### src/rtl/adc_qdr_cal_pkg.sv
// rtl/adc_qdr_cal_pkg.sv - shared types and constants for the QDR ADC phase calibrator
package adc_qdr_cal_pkg;

   // Calibration sequencer states
   typedef enum logic [2:0] {
      ST_IDLE,
      ST_SETTLE,
      ST_MEASURE,
      ST_DECIDE,
      ST_LOCKED,
      ST_FAIL
   } cal_state_t;

   localparam int NUM_CAND = 4;

   // Candidate (even, odd) pairings of the four capture streams
   localparam logic [1:0] CAND_R0F0   = 2'd0;  // (rise_0, fall_0)
   localparam logic [1:0] CAND_R90F90 = 2'd1;  // (rise_90, fall_90)
   localparam logic [1:0] CAND_F0R0   = 2'd2;  // (fall_0 delayed, rise_0)
   localparam logic [1:0] CAND_F90R90 = 2'd3;  // (fall_90 delayed, rise_90)

endpackage

### src/rtl/adc_qdr_pair_mux.sv
// rtl/adc_qdr_pair_mux.sv - delayed-fall registers and registered 4:1 even/odd pair mux
module adc_qdr_pair_mux
   import adc_qdr_cal_pkg::*;
#(
   parameter int width = 8
) (
   input  logic             clk_0,
   input  logic             rst_n,
   input  logic [1:0]       phase_sel,
   input  logic [width-1:0] data_rise_0,
   input  logic [width-1:0] data_fall_0,
   input  logic [width-1:0] data_rise_90,
   input  logic [width-1:0] data_fall_90,
   output logic [width-1:0] data_even,
   output logic [width-1:0] data_odd
);

   logic [width-1:0] fall_0_d;
   logic [width-1:0] fall_90_d;
   logic [width-1:0] pair_even;
   logic [width-1:0] pair_odd;

   // Fall samples delayed by one cycle so a fall can lead the next rise
   always_ff @(posedge clk_0 or negedge rst_n) begin
      if (!rst_n) begin
         fall_0_d  <= '0;
         fall_90_d <= '0;
      end else begin
         fall_0_d  <= data_fall_0;
         fall_90_d <= data_fall_90;
      end
   end

   // Form the candidate pair selected by phase_sel
   always_comb begin
      pair_even = data_rise_0;
      pair_odd  = data_fall_0;
      case (phase_sel)
         CAND_R0F0: begin
            pair_even = data_rise_0;
            pair_odd  = data_fall_0;
         end
         CAND_R90F90: begin
            pair_even = data_rise_90;
            pair_odd  = data_fall_90;
         end
         CAND_F0R0: begin
            pair_even = fall_0_d;
            pair_odd  = data_rise_0;
         end
         CAND_F90R90: begin
            pair_even = fall_90_d;
            pair_odd  = data_rise_90;
         end
         default: begin
            pair_even = data_rise_0;
            pair_odd  = data_fall_0;
         end
      endcase
   end

   // Register the selected pair; this is both the downstream output and the comparator input
   always_ff @(posedge clk_0 or negedge rst_n) begin
      if (!rst_n) begin
         data_even <= '0;
         data_odd  <= '0;
      end else begin
         data_even <= pair_even;
         data_odd  <= pair_odd;
      end
   end

endmodule

### src/rtl/adc_qdr_phase_cal.sv
// rtl/adc_qdr_phase_cal.sv - training-pattern calibrator and lane selector for the QDR ADC capture path
module adc_qdr_phase_cal
   import adc_qdr_cal_pkg::*;
#(
   parameter int width      = 8,
   parameter int WINDOW     = 1024,
   parameter int SETTLE     = 4,
   parameter int CNT_W      = 12,
   parameter int ERR_THRESH = 0
) (
   input  logic             clk_0,
   input  logic             rst_n,
   input  logic             cal_start,
   input  logic [width-1:0] data_rise_0,
   input  logic [width-1:0] data_fall_0,
   input  logic [width-1:0] data_rise_90,
   input  logic [width-1:0] data_fall_90,
   input  logic [width-1:0] pattern_even,
   input  logic [width-1:0] pattern_odd,
   output logic [width-1:0] data_even,
   output logic [width-1:0] data_odd,
   output logic             data_valid,
   output logic [1:0]       phase_sel,
   output logic [CNT_W-1:0] best_err,
   output logic             cal_busy,
   output logic             cal_done,
   output logic             cal_fail
);

   // One cycle counter shared by the settle and measure phases
   localparam int CYC_MAX = (WINDOW > SETTLE) ? WINDOW : SETTLE;
   localparam int CYC_W   = $clog2(CYC_MAX);
   localparam logic [CYC_W-1:0] SETTLE_LAST = CYC_W'(SETTLE - 1);
   localparam logic [CYC_W-1:0] WINDOW_LAST = CYC_W'(WINDOW - 1);
   localparam logic [CNT_W-1:0] CNT_MAX     = '1;
   localparam logic [CNT_W-1:0] THRESH      = CNT_W'(ERR_THRESH);
   localparam logic [1:0]       LAST_CAND   = 2'(NUM_CAND - 1);

   cal_state_t       state;
   cal_state_t       state_nxt;
   logic [CYC_W-1:0] cyc_cnt;
   logic [CNT_W-1:0] err_cnt;
   logic [CNT_W-1:0] best_cnt;
   logic [1:0]       best_idx;
   logic             cmp_err;
   logic             cand_better;
   logic             last_cand;
   logic [CNT_W-1:0] final_cnt;
   logic [1:0]       final_idx;

   adc_qdr_pair_mux #(
      .width (width)
   ) u_pair_mux (
      .clk_0        (clk_0),
      .rst_n        (rst_n),
      .phase_sel    (phase_sel),
      .data_rise_0  (data_rise_0),
      .data_fall_0  (data_fall_0),
      .data_rise_90 (data_rise_90),
      .data_fall_90 (data_fall_90),
      .data_even    (data_even),
      .data_odd     (data_odd)
   );

   // Compare on the registered mux output; best-so-far includes the candidate just measured
   always_comb begin
      cmp_err     = (data_even != pattern_even) || (data_odd != pattern_odd);
      cand_better = (err_cnt < best_cnt);
      last_cand   = (phase_sel == LAST_CAND);
      final_cnt   = cand_better ? err_cnt : best_cnt;
      final_idx   = cand_better ? phase_sel : best_idx;
   end

   // State register
   always_ff @(posedge clk_0 or negedge rst_n) begin
      if (!rst_n) begin
         state <= ST_IDLE;
      end else begin
         state <= state_nxt;
      end
   end

   // Next-state logic; cal_start only matters outside the busy states
   always_comb begin
      state_nxt = state;
      case (state)
         ST_IDLE, ST_LOCKED, ST_FAIL: begin
            if (cal_start) state_nxt = ST_SETTLE;
         end
         ST_SETTLE: begin
            if (cyc_cnt == SETTLE_LAST) state_nxt = ST_MEASURE;
         end
         ST_MEASURE: begin
            if (cyc_cnt == WINDOW_LAST) state_nxt = ST_DECIDE;
         end
         ST_DECIDE: begin
            if (!last_cand)              state_nxt = ST_SETTLE;
            else if (final_cnt <= THRESH) state_nxt = ST_LOCKED;
            else                         state_nxt = ST_FAIL;
         end
         default: state_nxt = ST_IDLE;
      endcase
   end

   // Counters, best-candidate tracking, candidate stepping and the done pulse
   always_ff @(posedge clk_0 or negedge rst_n) begin
      if (!rst_n) begin
         cyc_cnt   <= '0;
         err_cnt   <= '0;
         best_cnt  <= '1;
         best_idx  <= CAND_R0F0;
         phase_sel <= CAND_R0F0;
         best_err  <= '0;
         cal_done  <= 1'b0;
      end else begin
         cal_done <= 1'b0;
         case (state)
            ST_IDLE, ST_LOCKED, ST_FAIL: begin
               if (cal_start) begin
                  cyc_cnt   <= '0;
                  best_cnt  <= '1;
                  best_idx  <= CAND_R0F0;
                  phase_sel <= CAND_R0F0;
               end
            end
            ST_SETTLE: begin
               if (cyc_cnt == SETTLE_LAST) begin
                  cyc_cnt <= '0;
                  err_cnt <= '0;
               end else begin
                  cyc_cnt <= cyc_cnt + 1'b1;
               end
            end
            ST_MEASURE: begin
               cyc_cnt <= cyc_cnt + 1'b1;
               if (cmp_err && (err_cnt != CNT_MAX)) err_cnt <= err_cnt + 1'b1;
            end
            ST_DECIDE: begin
               cyc_cnt  <= '0;
               best_cnt <= final_cnt;
               best_idx <= final_idx;
               if (!last_cand) begin
                  phase_sel <= phase_sel + 2'd1;
               end else begin
                  phase_sel <= final_idx;
                  best_err  <= final_cnt;
                  cal_done  <= 1'b1;
               end
            end
            default: begin
            end
         endcase
      end
   end

   // Status outputs decoded from the state register
   always_comb begin
      data_valid = (state == ST_LOCKED);
      cal_fail   = (state == ST_FAIL);
      cal_busy   = (state == ST_SETTLE) || (state == ST_MEASURE) || (state == ST_DECIDE);
   end

endmodule

### config.mk
export PLATFORM = sky130hd
export DESIGN_NAME = adc_qdr_phase_cal
export DESIGN_NICKNAME = d
export VERILOG_FILES = /design/src/rtl/adc_qdr_cal_pkg.sv /design/src/rtl/adc_qdr_pair_mux.sv /design/src/rtl/adc_qdr_phase_cal.sv
export SDC_FILE = /design/constraint.sdc
export NUM_CORES = 1
export LEC_CHECK = 0
export BUFFER_PORTS_ARGS = -buffer_cell sky130_fd_sc_hd__buf_2
export CAP_MARGIN = 30
export CORE_ASPECT_RATIO = 1.2
export CORE_UTILIZATION = 45
export DETAILED_ROUTE_END_ITERATION = 8
export PLACE_DENSITY_LB_ADDON = 0.12
export SYNTH_ARGS = -nofsm -noshare
export SYNTH_HDL_FRONTEND = slang
export SYNTH_HIERARCHICAL = 1
export SYNTH_SLANG_ARGS = --single-unit
### constraint.sdc
create_clock -name clk_0 -period 2.25 [get_ports clk_0]
set_input_delay 0.225 -clock clk_0 [delete_from_list [all_inputs] [get_ports clk_0]]
set_output_delay 0.225 -clock clk_0 [all_outputs]
set_load 0.005 [all_outputs]
==> impl_metrics.prom <==
# TYPE chip_impl_metric gauge
chip_impl_metric{name="die_x",unit="um"} 93.12
chip_impl_metric{name="timing.final.max_slew_violations",unit=""} 0
chip_impl_info{name="mostFrequentLayoutCell",value="buf_2"} 1
chip_impl_metric{name="placement_rows",unit=""} 39
chip_impl_metric{name="coreArea",unit="um^2"} 9613
chip_impl_metric{name="worst_path_maximum_fanout",unit=""} 7
chip_impl_info{name="setup.worst_path.end_class",value="register"} 1
chip_impl_metric{name="floorplan.initialDensity",unit=""} 0.4664
chip_impl_metric{name="required",unit="ps"} 2470
chip_impl_metric{name="clock_sinks",unit=""} 86
chip_impl_metric{name="max_clock_freq",unit="MHz"} 450.9
chip_impl_metric{name="leakage_power",unit="nW"} 2.706
chip_impl_metric{name="min_period_over_period",unit=""} 0.9857
chip_impl_metric{name="count_of_warnings_emitted_by_yosys",unit=""} 6
chip_impl_metric{name="portBuffers",unit=""} 84
chip_impl_info{name="critical_path.reg2reg.startpoint",value="best_cnt[2]"} 1
chip_impl_metric{name="nNetsFinal",unit=""} 569
chip_impl_info{name="synth.top_cells.by_area",value="dfrtp_1, dfstp_2, mux4_1"} 1
chip_impl_metric{name="floorplan.die_area",unit="um^2"} 10370
chip_impl_metric{name="final_tns_setup",unit="ps"} 0
chip_impl_metric{name="grt_antenna_before_repair",unit=""} 0
chip_impl_metric{name="io_pins",unit=""} 85
chip_impl_info{name="cts_tree",value="done"} 1
chip_impl_metric{name="synth_area_per_cell",unit="um^2"} 11.61
chip_impl_metric{name="power.density_cell_area",unit="nW/um^2"} 1232
chip_impl_metric{name="place.detailed.instances",unit=""} 599
chip_impl_info{name="hold_path_startpoint",value="data_fall_0[5]"} 1
chip_impl_metric{name="vdd_ir_drop_max",unit="uV"} 542.8
chip_impl_metric{name="route.antenna.remaining_nets",unit=""} 0
chip_impl_metric{name="groute.usage.overall",unit=""} 0.2202
chip_impl_metric{name="synth_seq_area_share",unit=""} 0.4834
chip_impl_info{name="synth_area_leader_cell",value="dfrtp_1"} 1
chip_impl_metric{name="clk_latency_worst_skew_pair",unit="ps"} 340
chip_impl_metric{name="tightest_slew",unit="ps"} 459.1
chip_impl_metric{name="drt_pre_antenna_iters",unit=""} 4
chip_impl_metric{name="finClkSkew",unit="ps"} 6.474
chip_impl_metric{name="finalNonFillerCells",unit=""} 632
chip_impl_metric{name="synth_cell_type_count",unit=""} 59
chip_impl_metric{name="post-route-min-period",unit="ps"} 2218
chip_impl_metric{name="fillers",unit=""} 788
chip_impl_info{name="hold_wc_path_type",value="input port to register"} 1
chip_impl_info{name="result_of_the_run",value="finished, final reports clean"} 1
chip_impl_metric{name="postPlaceCellArea",unit="um^2"} 5109
chip_impl_metric{name="timing.critical_path.arrival",unit="ps"} 2440
chip_impl_metric{name="post_drt_via_cell_ratio",unit=""} 5.411
chip_impl_info{name="timing.critical_path.from_type",value="register"} 1
chip_impl_metric{name="via_count_of_the_first_global_routing_pass",unit=""} 3445
chip_impl_metric{name="tritoncts.num_buffers",unit=""} 9
chip_impl_metric{name="via_count",unit=""} 3420
chip_impl_metric{name="max_cap_violations",unit=""} 0
chip_impl_metric{name="routed_wl",unit="um"} 10450
chip_impl_metric{name="clkTransAtPathRegs",unit="ps"} 60
chip_impl_info{name="synth-main-ff-cell",value="dfrtp_1"} 1
chip_impl_metric{name="maximum_number_of_pins_on_one_net_before_global_route_repair",unit=""} 62
chip_impl_metric{name="layout_setup_ws",unit="ps"} 32.26
chip_impl_metric{name="worst_slew_margin_rel",unit=""} 0.6916
chip_impl_metric{name="worst-r2r-setup-slack",unit="ps"} 30
chip_impl_metric{name="post_route_cells_drive_above_1_share",unit=""} 0.3536
chip_impl_metric{name="timing.final.setup_violations",unit=""} 0
chip_impl_metric{name="drc_errors",unit=""} 0
chip_impl_metric{name="grt_pass1_wl",unit="um"} 17370
chip_impl_metric{name="final_hold_viol_count",unit=""} 0
chip_impl_metric{name="synth_edf_count",unit=""} 0
chip_impl_info{name="layout_common_cells",value="buf_2, dfrtp_1, nand2_1"} 1
chip_impl_info{name="grt_setup_unrepaired",value="yes"} 1
chip_impl_metric{name="ys_ff_latch",unit=""} 86
chip_impl_metric{name="globalRouteOverflowTotal",unit=""} 0
chip_impl_metric{name="synth_nets",unit=""} 451
chip_impl_metric{name="area.growth.synth_to_final",unit="%"} 26.26
chip_impl_metric{name="gpl.final_weighted_congestion",unit=""} 0.8421
chip_impl_info{name="worst_setup_path_startpoint",value="best_cnt[2]"} 1
chip_impl_metric{name="dp_worst_setup_slack",unit="ps"} -77.36
chip_impl_metric{name="worst_hold_slack",unit="ps"} 12.61
chip_impl_metric{name="die-height",unit="um"} 111.3
chip_impl_info{name="clock_tree.root_cell",value="clkbuf_16"} 1
chip_impl_metric{name="syn-instance-count",unit=""} 386
chip_impl_metric{name="drt-wirelength-per-cell",unit="um"} 16.53
chip_impl_metric{name="insertedDiodeCount",unit=""} 0
chip_impl_metric{name="cts-htree-levels",unit=""} 3
chip_impl_metric{name="drt_iter0_markers",unit=""} 179
chip_impl_metric{name="yosys.area.top_type_share",unit=""} 0.4131
chip_impl_metric{name="async_reset_ff_frac",unit=""} 1.000
chip_impl_metric{name="design_area",unit="um^2"} 5660
chip_impl_info{name="start_to_end_type_of_the_worst_setup_path",value="register to register"} 1
chip_impl_metric{name="clockBufferDepth",unit=""} 2
chip_impl_metric{name="mappedNetlistArea",unit="um^2"} 4483
chip_impl_metric{name="dp_hpwl",unit="um"} 7408
## registers in the layout (all words and copies together) (netlist names)
| register | cells |
|---|---|
| best_cnt | 12 |
| best_err | 12 |
| err_cnt | 12 |
| cyc_cnt | 10 |
| u_pair_mux/data_even | 8 |
| u_pair_mux/data_odd | 8 |
| u_pair_mux/fall_0_d | 8 |
| u_pair_mux/fall_90_d | 8 |
| state | 3 |
| best_idx | 2 |
| phase_sel | 2 |
| cal_done | 1 |
## logic make-up (layout without fill, tap and decap cells)
logic type | after synthesis | after routing | synth area share
DFF | 86 | 86 | 0.4834
buffers and inverters | 38 | 161 | 0.04884
xor gates and xnor gates | 23 | 23 | 0.04494
adders and majority gates | 14 | 14 | 0.03907
muxes | 36 | 36 | 0.1326
and+or+nand+nor | 123 | 123 | 0.1476
AOI/OAI and AO/OA | 66 | 66 | 0.1035
## synthesized netlist by cell type (all sizes together), types with 2 or more instances
cell type	instances
o21a	2
o21bai	2
nand4	9
xnor2	21
nand3	13
buf	12
o22a	12
and3	4
dfrtp	74
mux4	16
ha	14
nand2b	5
nor2	29
dfstp	12
xor2	2
nand2	37
clkbuf	6
inv	20
a21oi	6
o21ai	29
a31oi	3
and4	3
mux2i	20
o22ai	2
a21o	2
nor4	12
nor3	4
## layer usage
layer  part of all wire  GRT usage
met1               0.42     0.2737
met2               0.51     0.3672
met3              0.040    0.04508
met4              0.026     0.1005
met5                  0          0
## what timing repair did
| item | in CTS | in global routing |
|---|---|---|
| resized for setup | 6 | 8 |
| hold buffers | 13 | 0 |
| setup endpoints to repair | 23 | 32 |
| pin swaps | 2 | 9 |
| buffers inserted | 2 | 1 |
| endpoints found under the hold margin | 37 | 0 |
| gates cloned | 1 | 0 |
## final timing paths
check                                    endpoint  cells past startpoint
min                        u_pair_mux/fall_0_d[5]                      1
max in group asynchronous             best_cnt[3]                      3
min in group asynchronous             best_err[3]                      2
max reg2reg                          best_err[11]                     10
min reg2reg                          best_err[11]                      2
max                                  best_err[11]                     10
## metrics by stage
| stage | total power, mW | util |
|---|---|---|
| after floorplan | 4.293 | - |
| after global placement | 5.167 | 0.5314 |
| after detailed placement | 5.215 | 0.5314 |
| after CTS | 6.976 | 0.5853 |
| after global routing | 7.463 | 0.5888 |
| final | 6.972 | 0.5888 |
## worst max-delay path: stages, from the launching register on
cell and delay, ps:
dfstp_2 540, inv_2 40, ha_4 210, a21o_1 170, a31oi_2 180, o21ai_2 80, a221oi_2 220, buf_4 180
buf_6 150, mux2i_2 240, o21ai_1 90
## area by class of cell
type	instances	area, um^2	area share
Sequential cell	86	2167	0.3828
Inverter	20	75.07	0.01326
Clock inverter	7	103.9	0.01835
Clock buffer	9	225.2	0.03979
Tap cell	123	153.9	0.02719
Multi-Input combinational cell	262	2152	0.3802
Timing Repair Buffer	125	783.3	0.1384
## power breakdown
group	total [mW]	internal [mW]	leakage, nW	switching, mW
logic	2.86	1.39	1.48	1.47
registers	2.48	2.08	1.07	0.407
clock network	1.63	0.988	0.161	0.645
total	6.97	4.45	2.71	2.52
Power figures use the tool's default switching activity.
